<file path="config.mk">
export PLATFORM = sky130hd
export DESIGN_NAME = osd_bitmap_tx
export DESIGN_NICKNAME = d
export VERILOG_FILES = /design/src/rtl/osd_bitmap_tx.sv
export SDC_FILE = /design/constraint.sdc
export NUM_CORES = 1
export LEC_CHECK = 0
export BUFFER_PORTS_ARGS = -buffer_cell sky130_fd_sc_hd__buf_2
export CAP_MARGIN = 40
export CORE_AREA = 10 10 135 137
export CTS_BUF_LIST = sky130_fd_sc_hd__clkbuf_4 sky130_fd_sc_hd__clkbuf_8
export CTS_CLUSTER_SIZE = 24
export DETAILED_ROUTE_END_ITERATION = 12
export DIE_AREA = 0 0 145 147
export PLACE_DENSITY_LB_ADDON = 0.05
export SLEW_MARGIN = 20
export SYNTH_ARGS = -nofsm -noshare
export SYNTH_HDL_FRONTEND = slang
export SYNTH_SLANG_ARGS = --single-unit
</file>
<file path="constraint.sdc">
create_clock -name udp_clk -period 6.6 [get_ports udp_clk]
set_input_delay 0.33 -clock udp_clk [delete_from_list [all_inputs] [get_ports udp_clk]]
set_output_delay 0.33 -clock udp_clk [all_outputs]
set_load 0.02 [all_outputs]
</file>
<file path="src/rtl/osd_bitmap_tx.sv">
// OSD bitmap frame streamer: header, WORDS payload words from memory,
// optional checksum trailer (enabled by macro OSD_TX_CSUM_EN), then a gap.
module osd_bitmap_tx #(
    parameter int          WORDS      = 256,
    parameter int          ADDR_W     = 11,
    parameter int          GAP_CYCLES = 16,
    parameter logic [15:0] MAGIC      = 16'h4F53
) (
    input  logic              udp_clk,
    input  logic              rstn,
    input  logic              start,
    output logic              mem_rd_en,
    output logic [ADDR_W-1:0] mem_rd_addr,
    input  logic [31:0]       mem_rd_data,
    output logic              tx_valid,
    input  logic              tx_ready,
    output logic [31:0]       tx_data,
    output logic              tx_sof,
    output logic              tx_last,
    output logic [15:0]       tx_len,
    output logic              busy,
    output logic [15:0]       frame_cnt
);

`ifdef OSD_TX_CSUM_EN
    typedef enum logic [2:0] {
        IDLE, HDR, DATA, TRL, GAP
    } state_t;
    localparam logic [15:0] LEN = 16'(WORDS + 2);
`else
    typedef enum logic [2:0] {
        IDLE, HDR, DATA, GAP
    } state_t;
    localparam logic [15:0] LEN = 16'(WORDS + 1);
`endif

    localparam int DEPTH = 4;

    state_t      state_q;
    state_t      state_d;
    logic [31:0] buf_q [DEPTH];
    logic [1:0]  wr_ptr;
    logic [1:0]  rd_ptr;
    logic [2:0]  count;
    logic        rd_pend;
    logic [15:0] rd_idx;
    logic [15:0] tx_idx;
    logic [7:0]  gap_cnt;
    logic        fire;
    logic        pop;
    logic        push;
    logic        last_pay;
    logic        gap_done;
    logic        final_hs;
    logic        accept;
`ifdef OSD_TX_CSUM_EN
    logic [31:0] csum_q;
`endif

    assign fire     = tx_valid & tx_ready;
    assign pop      = (state_q == DATA) & fire;
    assign push     = rd_pend;
    assign last_pay = (tx_idx == 16'(WORDS - 1));
    assign accept   = (state_q == IDLE) & start;
    assign busy     = (state_q != IDLE);
    assign gap_done = (GAP_CYCLES <= 1) ||
                      (gap_cnt == 8'(GAP_CYCLES - 1));

    // Issue only when the slot (count + read in flight) is free; no tx_ready term.
    assign mem_rd_en = ((state_q == HDR) || (state_q == DATA)) &&
                       (rd_idx < 16'(WORDS)) &&
                       ((4'(count) + 4'(rd_pend)) < 4'(DEPTH));
    assign mem_rd_addr = ADDR_W'(rd_idx);

`ifdef OSD_TX_CSUM_EN
    assign final_hs = (state_q == TRL) & fire;
`else
    assign final_hs = pop & last_pay;
`endif

    always_comb begin
        state_d  = state_q;
        tx_valid = 1'b0;
        tx_data  = 32'h0;
        tx_sof   = 1'b0;
        tx_last  = 1'b0;
        unique case (state_q)
            IDLE: begin
                if (start)
                    state_d = HDR;
            end
            HDR: begin
                tx_valid = 1'b1;
                tx_data  = {MAGIC, frame_cnt};
                tx_sof   = 1'b1;
                if (fire)
                    state_d = DATA;
            end
            DATA: begin
                tx_valid = (count != 3'd0);
                tx_data  = buf_q[rd_ptr];
`ifdef OSD_TX_CSUM_EN
                if (pop && last_pay)
                    state_d = TRL;
`else
                tx_last  = last_pay;
                if (pop && last_pay)
                    state_d = GAP;
`endif
            end
`ifdef OSD_TX_CSUM_EN
            TRL: begin
                tx_valid = 1'b1;
                tx_data  = csum_q;
                tx_last  = 1'b1;
                if (fire)
                    state_d = GAP;
            end
`endif
            GAP: begin
                if (gap_done)
                    state_d = IDLE;
            end
            default: state_d = IDLE;
        endcase
    end

    always_ff @(posedge udp_clk) begin
        if (!rstn)
            state_q <= IDLE;
        else
            state_q <= state_d;
    end

    always_ff @(posedge udp_clk) begin
        if (push)
            buf_q[wr_ptr] <= mem_rd_data;
    end

    always_ff @(posedge udp_clk) begin
        if (!rstn) begin
            wr_ptr    <= '0;
            rd_ptr    <= '0;
            count     <= '0;
            rd_pend   <= 1'b0;
            rd_idx    <= '0;
            tx_idx    <= '0;
            gap_cnt   <= '0;
            tx_len    <= '0;
            frame_cnt <= '0;
        end else begin
            rd_pend <= mem_rd_en;
            if (mem_rd_en)
                rd_idx <= rd_idx + 16'd1;
            if (push)
                wr_ptr <= wr_ptr + 2'd1;
            if (pop) begin
                rd_ptr <= rd_ptr + 2'd1;
                tx_idx <= tx_idx + 16'd1;
            end
            count <= count + 3'(push) - 3'(pop);
            if (state_q == GAP)
                gap_cnt <= gap_cnt + 8'd1;
            else
                gap_cnt <= '0;
            if (final_hs)
                frame_cnt <= frame_cnt + 16'd1;
            if (accept) begin
                rd_idx <= '0;
                tx_idx <= '0;
                tx_len <= LEN;
            end
        end
    end

`ifdef OSD_TX_CSUM_EN
    always_ff @(posedge udp_clk) begin
        if (!rstn)
            csum_q <= '0;
        else if (accept)
            csum_q <= '0;
        else if (pop)
            csum_q <= csum_q + tx_data;
    end
`endif

endmodule

</file>
After elaboration in Yosys (flattened, before gate mapping)

Memory sizes are Yosys's and may differ from the RTL's. A register that Yosys moved wholly into a read port is not among the register bits.
Cells that the tools add are included.

$add $sub $neg: 9
Reductions and logical operators: 10
$lt $le $gt $ge: 2
Muxes and demuxes: 13
Bitwise logic cells: 5
Equal/unequal tests: 9

Operators by type and width:

| kind                                                         | number |
|---|---|
| case mux 32 bit (2 select lines)                             | 1 |
| adder 16 x 1 -> 16 bit (second input constant)               | 3 |
| equality test 16 x 8 -> 1 bit (second input constant)        | 1 |
| less-than comparator 16 x 9 -> 1 bit (second input constant) | 1 |
| 2-to-1 mux 3 bit                                             | 4 |
| case mux 3 bit (4 select lines)                              | 1 |
| adder 8 x 1 -> 8 bit (second input constant)                 | 1 |
| equality test 8 x 4 -> 1 bit (second input constant)         | 1 |
| equality test 3 x 2 -> 1 bit (second input constant)         | 2 |
| != test 2 bit (second input constant)                        | 3 |
| nonzero test 3 bit                                           | 2 |
| adder 2 x 1 -> 2 bit (second input constant)                 | 2 |
| adder 3 x 1 -> 4 bit                                         | 1 |
| AND 1 bit                                                    | 4 |
| less-than comparator 4 x 3 -> 1 bit (second input constant)  | 1 |
| 2-to-1 mux 1 bit                                             | 4 |
| 2-to-1 mux 2 bit                                             | 2 |
| AND reduction 4 bit                                          | 1 |
| adder 3 x 1 -> 3 bit                                         | 1 |
| equality test 3 x 1 -> 1 bit (second input constant)         | 1 |
| logical AND 1 bit                                            | 3 |
| zero test 3 bit                                              | 1 |
| subtractor 3 x 1 -> 3 bit                                    | 1 |
| != test 2 x 1 -> 1 bit (second input constant)               | 1 |
| other kinds (5)                                              | 5 |

Output and inout port bits: 80
Bits of input ports: 36
Logic and storage cells: 59
Memories: 1
Flip-flop bits (word level): 68
RAM bits: 128

Memory list:

| name  | words | bits a word | rd ports | clocked after Yosys merged registers in | write ports | line | text |
|---|---|---|---|---|---|---|---|
| buf_q | 4     | 32          | 1        | 1                                       | 1           | 41   | `logic [31:0] buf_q [DEPTH];` |

Longest topological paths before layout

Word-level depth: 7
Depth in mapped cells: 12
Mapped depth without buffers: 11

Worst setup path before layout

OpenSTA, ideal clock, no wires.

Kind: reg2reg
Start point: register state_q[1]
End point: register count[2]
Cell stages (with the launch flop): 13
Setup slack: 3932 ps
Period minus slack after synthesis: 2668 ps
Library setup time: 115 ps
Path buffers: 1
Arrival: 2554 ps
Required time: 6485 ps
Path through: dfxtp_1 -> inv_1 -> ha_1 -> nor4_1 -> or3b_1 -> buf_2 -> inv_2 -> ha_1 -> inv_1 -> ha_1 -> fa_1 -> xnor2_1 -> and2_1

Cells in the longest elaborated chain, start to end: 5

Ends and longest elaborated chain:

| what                                                                         | line   | text |
|---|---|---|
| from (decl)                                                                  | 39     | `state_t state_q;` |
| from (signal assigned)                                                       | 132    | `state_q <= state_d;` |
| equality test 3 x 2 -> 1 bit or equality test 3 x 1 -> 1 bit (tied branches) | 61, 87 |  |
| case mux 1 bit (2 select lines)                                              | 87     | `unique case (state_q)` |
| AND 1 bit                                                                    | 60     | `assign fire = tx_valid & tx_ready;` |
| AND 1 bit (*)                                                                | 61     | `assign pop = (state_q == DATA) & fire;` |
| via pop                                                                      | 50     | `logic pop;` |
| subtractor 3 x 1 -> 3 bit (*)                                                | 161    | `count <= count + 3'(push) - 3'(pop);` |
| to (signal assigned)                                                         | 161    |  |
| to (decl)                                                                    | 44     | `logic [2:0] count;` |

Mark *: on every way through the listed nets, which the timed path passes. The rest lies on a longest branch.
A chain may end at the register's enable or synchronous reset.

Worst setup path after layout

Ends and elaborated chain as after synthesis.

==> metrics.txt <==
Final Non-Filler Cells 916; global placer's final weighted congestion between 0.8 and 0.9; class of the worst hold path input pin to register; Post-Place Worst Slack about 3.7 ns; Worst Clk Skew ~0.014 ns; worst ir drop on vdd roughly 0.26 mV; H-tree depth 4; Max-Cap Viols 0; post-route minimum period around 2.9 ns; Max Root-Sink Buffers 2; I/O Buffers 101; Crit path top cell by count ha_1; clock transition at the registers of the reported paths 0.11 ns; commonest non-fill, non-tap cell in the layout edfxtp_1; worst path required time 6.96 ns; CTS Sinks 197; clock insertion delay at the later pin of the skew report between 0.4 and 0.5 ns; FP Rows 46; Post-CTS Setup Inserts 0; Mapped Area around 8400 um^2; Detailed Place HPWL 12.0 mm; most frequent cells in the layout edfxtp_1 (128), buf_2 (101), dfxtp_1 (67); largest net degree at the start of global routing 52; slew of the pin with the lowest slew margin roughly 0.82 ns; max_slew headroom around 46%; final core utilization around three fifths; CP arrival roughly 3.2 ns; number of DRC markers in iteration 0 approximately 270; global route overflow 0; register area share after synthesis 62.2%; # hold bufs at CTS 0; register bit count reported by yosys 197; PwrDens ~290 nW/um^2; final wirelength 17.7 mm; Ports roughly 120; Initial DRT Pass Iterations 5; DRC errors left 0; Lkg Pwr approximately 0.0035 uW; CTS tree yes; nets around 740; layout cell share with drive strength beyond 1 between 20% and 30%; placed cells a little under 900; async set-or-reset flop fraction in the synthesized netlist 0%; crit start category register; Die ar. about 21000 um^2; CTS buffer count 17; fin crit share 43.5%; fin. max-slew vios 0; WS Path Type register to register; Synth warnings 0; worst-path fanout max 9; crit end category register; Fmax 348 MHz; area grow syn2layout 12.9%; Yosys cell types between 50 and 60; core area 15600 um^2; initial antenna violation count 1; Die Wd about 150 um; Final WS setup 3.73 ns; Main synth FF type edfxtp_1; Post-DRT Antenna Nets 0; total number of vias roughly 5000; post-CTS sizing 0; DR WL/cell between 15 and 20 um; Root Buffer clkbuf_8; unrepaired setup endpoints after global routing false; Bufs and invs on worst path 3; Via density around 5.4; die height ~150 um; first-pass GRT wire length between 20 and 30 mm; vias in the first global route between 5000 and 6000; Worst path slowest cell dfxtp_1; Starting Density 53.9%; final hold vios 0; total power draw ~2800 uW; total track usage between 10% and 20%; endpoints failing setup 0; critical-path cell list inv_1, ha_1, nor4_1, or3b_1, inv_2, ha_1, inv_1, ha_1, fa_1, xnor2_1, and2_1; setup TNS 0 ns; Syn Area/Cell ~14 um^2; outcome finished, final reports clean; cell family with most CP delay adder cells; worst stage delay on the critical path about 0.39 ns; Syn Inst Count 600; EDFF count, synth 128
routing by layer:
layer	vias to the layer above	GRT usage [%]	part of all wire, %	wire (um)
met1	2464	20.9	43	7690
met3	11	5.59	5.7	1000
met4	0	4.85	1.1	197
met2	110	27.8	50	8860
met5	-	0	0	0
li1	2372	-	-	-
worst paths after layout:
check | start | to | slack, ns | cells past startpoint
min | mem_rd_data[15] | buf_q[1][15] | 0.06 | 1
max | state_q[1] | count[2] | 3.73 | 11
min reg2reg | gap_cnt[0] | gap_cnt[0] | 0.45 | 1
max reg2reg | state_q[1] | count[2] | 3.73 | 11
kinds of logic after synthesis:
kind of cell               count (synthesis)  share of synthesized area [%]
buffers and inverters                     69                           4.44
and+or+nand+nor                          188                           12.8
xor gates and xnor gates                  29                           3.02
muxes                                     40                           9.53
DFF                                      197                           62.2
AOI/OAI and AO/OA                         60                           5.46
adders and majority gates                 16                           2.47
other                                      1                         0.0446
synthesized netlist by cell type, types with 12 or more instances:
master / n / area share, %
a22o_1: 16 / 1.7
and2_1: 26 / 1.9
and3_1: 14 / 1.0
buf_4: 26 / 2.3
clkbuf_1: 19 / 0.85
dfxtp_1: 69 / 16
edfxtp_1: 128 / 46
ha_1: 15 / 2.2
inv_1: 12 / 0.54
mux4_2: 32 / 8.6
nand2_1: 34 / 1.5
nand3_1: 16 / 0.95
nor2_1: 33 / 1.5
xnor2_1: 21 / 2.2
through the flow:
| stage | hold slack [ns] | area, um^2 |
|---|---|---|
| after floorplan | 0.413 | 8450 |
| after global placement | 0.422 | 8930 |
| after detailed placement | 0.439 | 9060 |
| after CTS | 0.0218 | 9490 |
| after global routing | 0.0211 | 9490 |
| final | 0.0616 | 9490 |
state kept, by name, summed over array words and instances (netlist names), named ones only:
name,cells
tx_idx,16
rd_ptr,2
buf_q,128
tx_len,1
gap_cnt,8
push,1
wr_ptr,2
rd_idx,16
count,3
frame_cnt,16
state_q,2
power breakdown:
part	leakage [uW]	switching, uW	total [uW]	internal (uW)
logic	0.00158	329	528	199
registers	0.00171	40.1	1450	1410
clock network	0.000214	490	789	298
total	0.00351	860	2770	1910
worst reg2reg max path: cells and delay by family, from the launching register on:
family / cells / cell delay, ns
xor+xnor: 1 / 0.13
fa+ha+maj: 4 / 1.10
buf+inv: 3 / 0.25
flops: 1 / 0.39
simple gates: 3 / 0.91
cell type report:
type,count,area [um^2]
repair buffers,109,651
diodes,1,2.50
inverters,14,52.6
flip-flops and latches,197,5230
clock inverters,15,193
fillers,1227,6110
well taps,216,270
multi-input cells,347,2860
clock buffers,17,234
No activity file was read; power rests on OpenSTA's default activity.
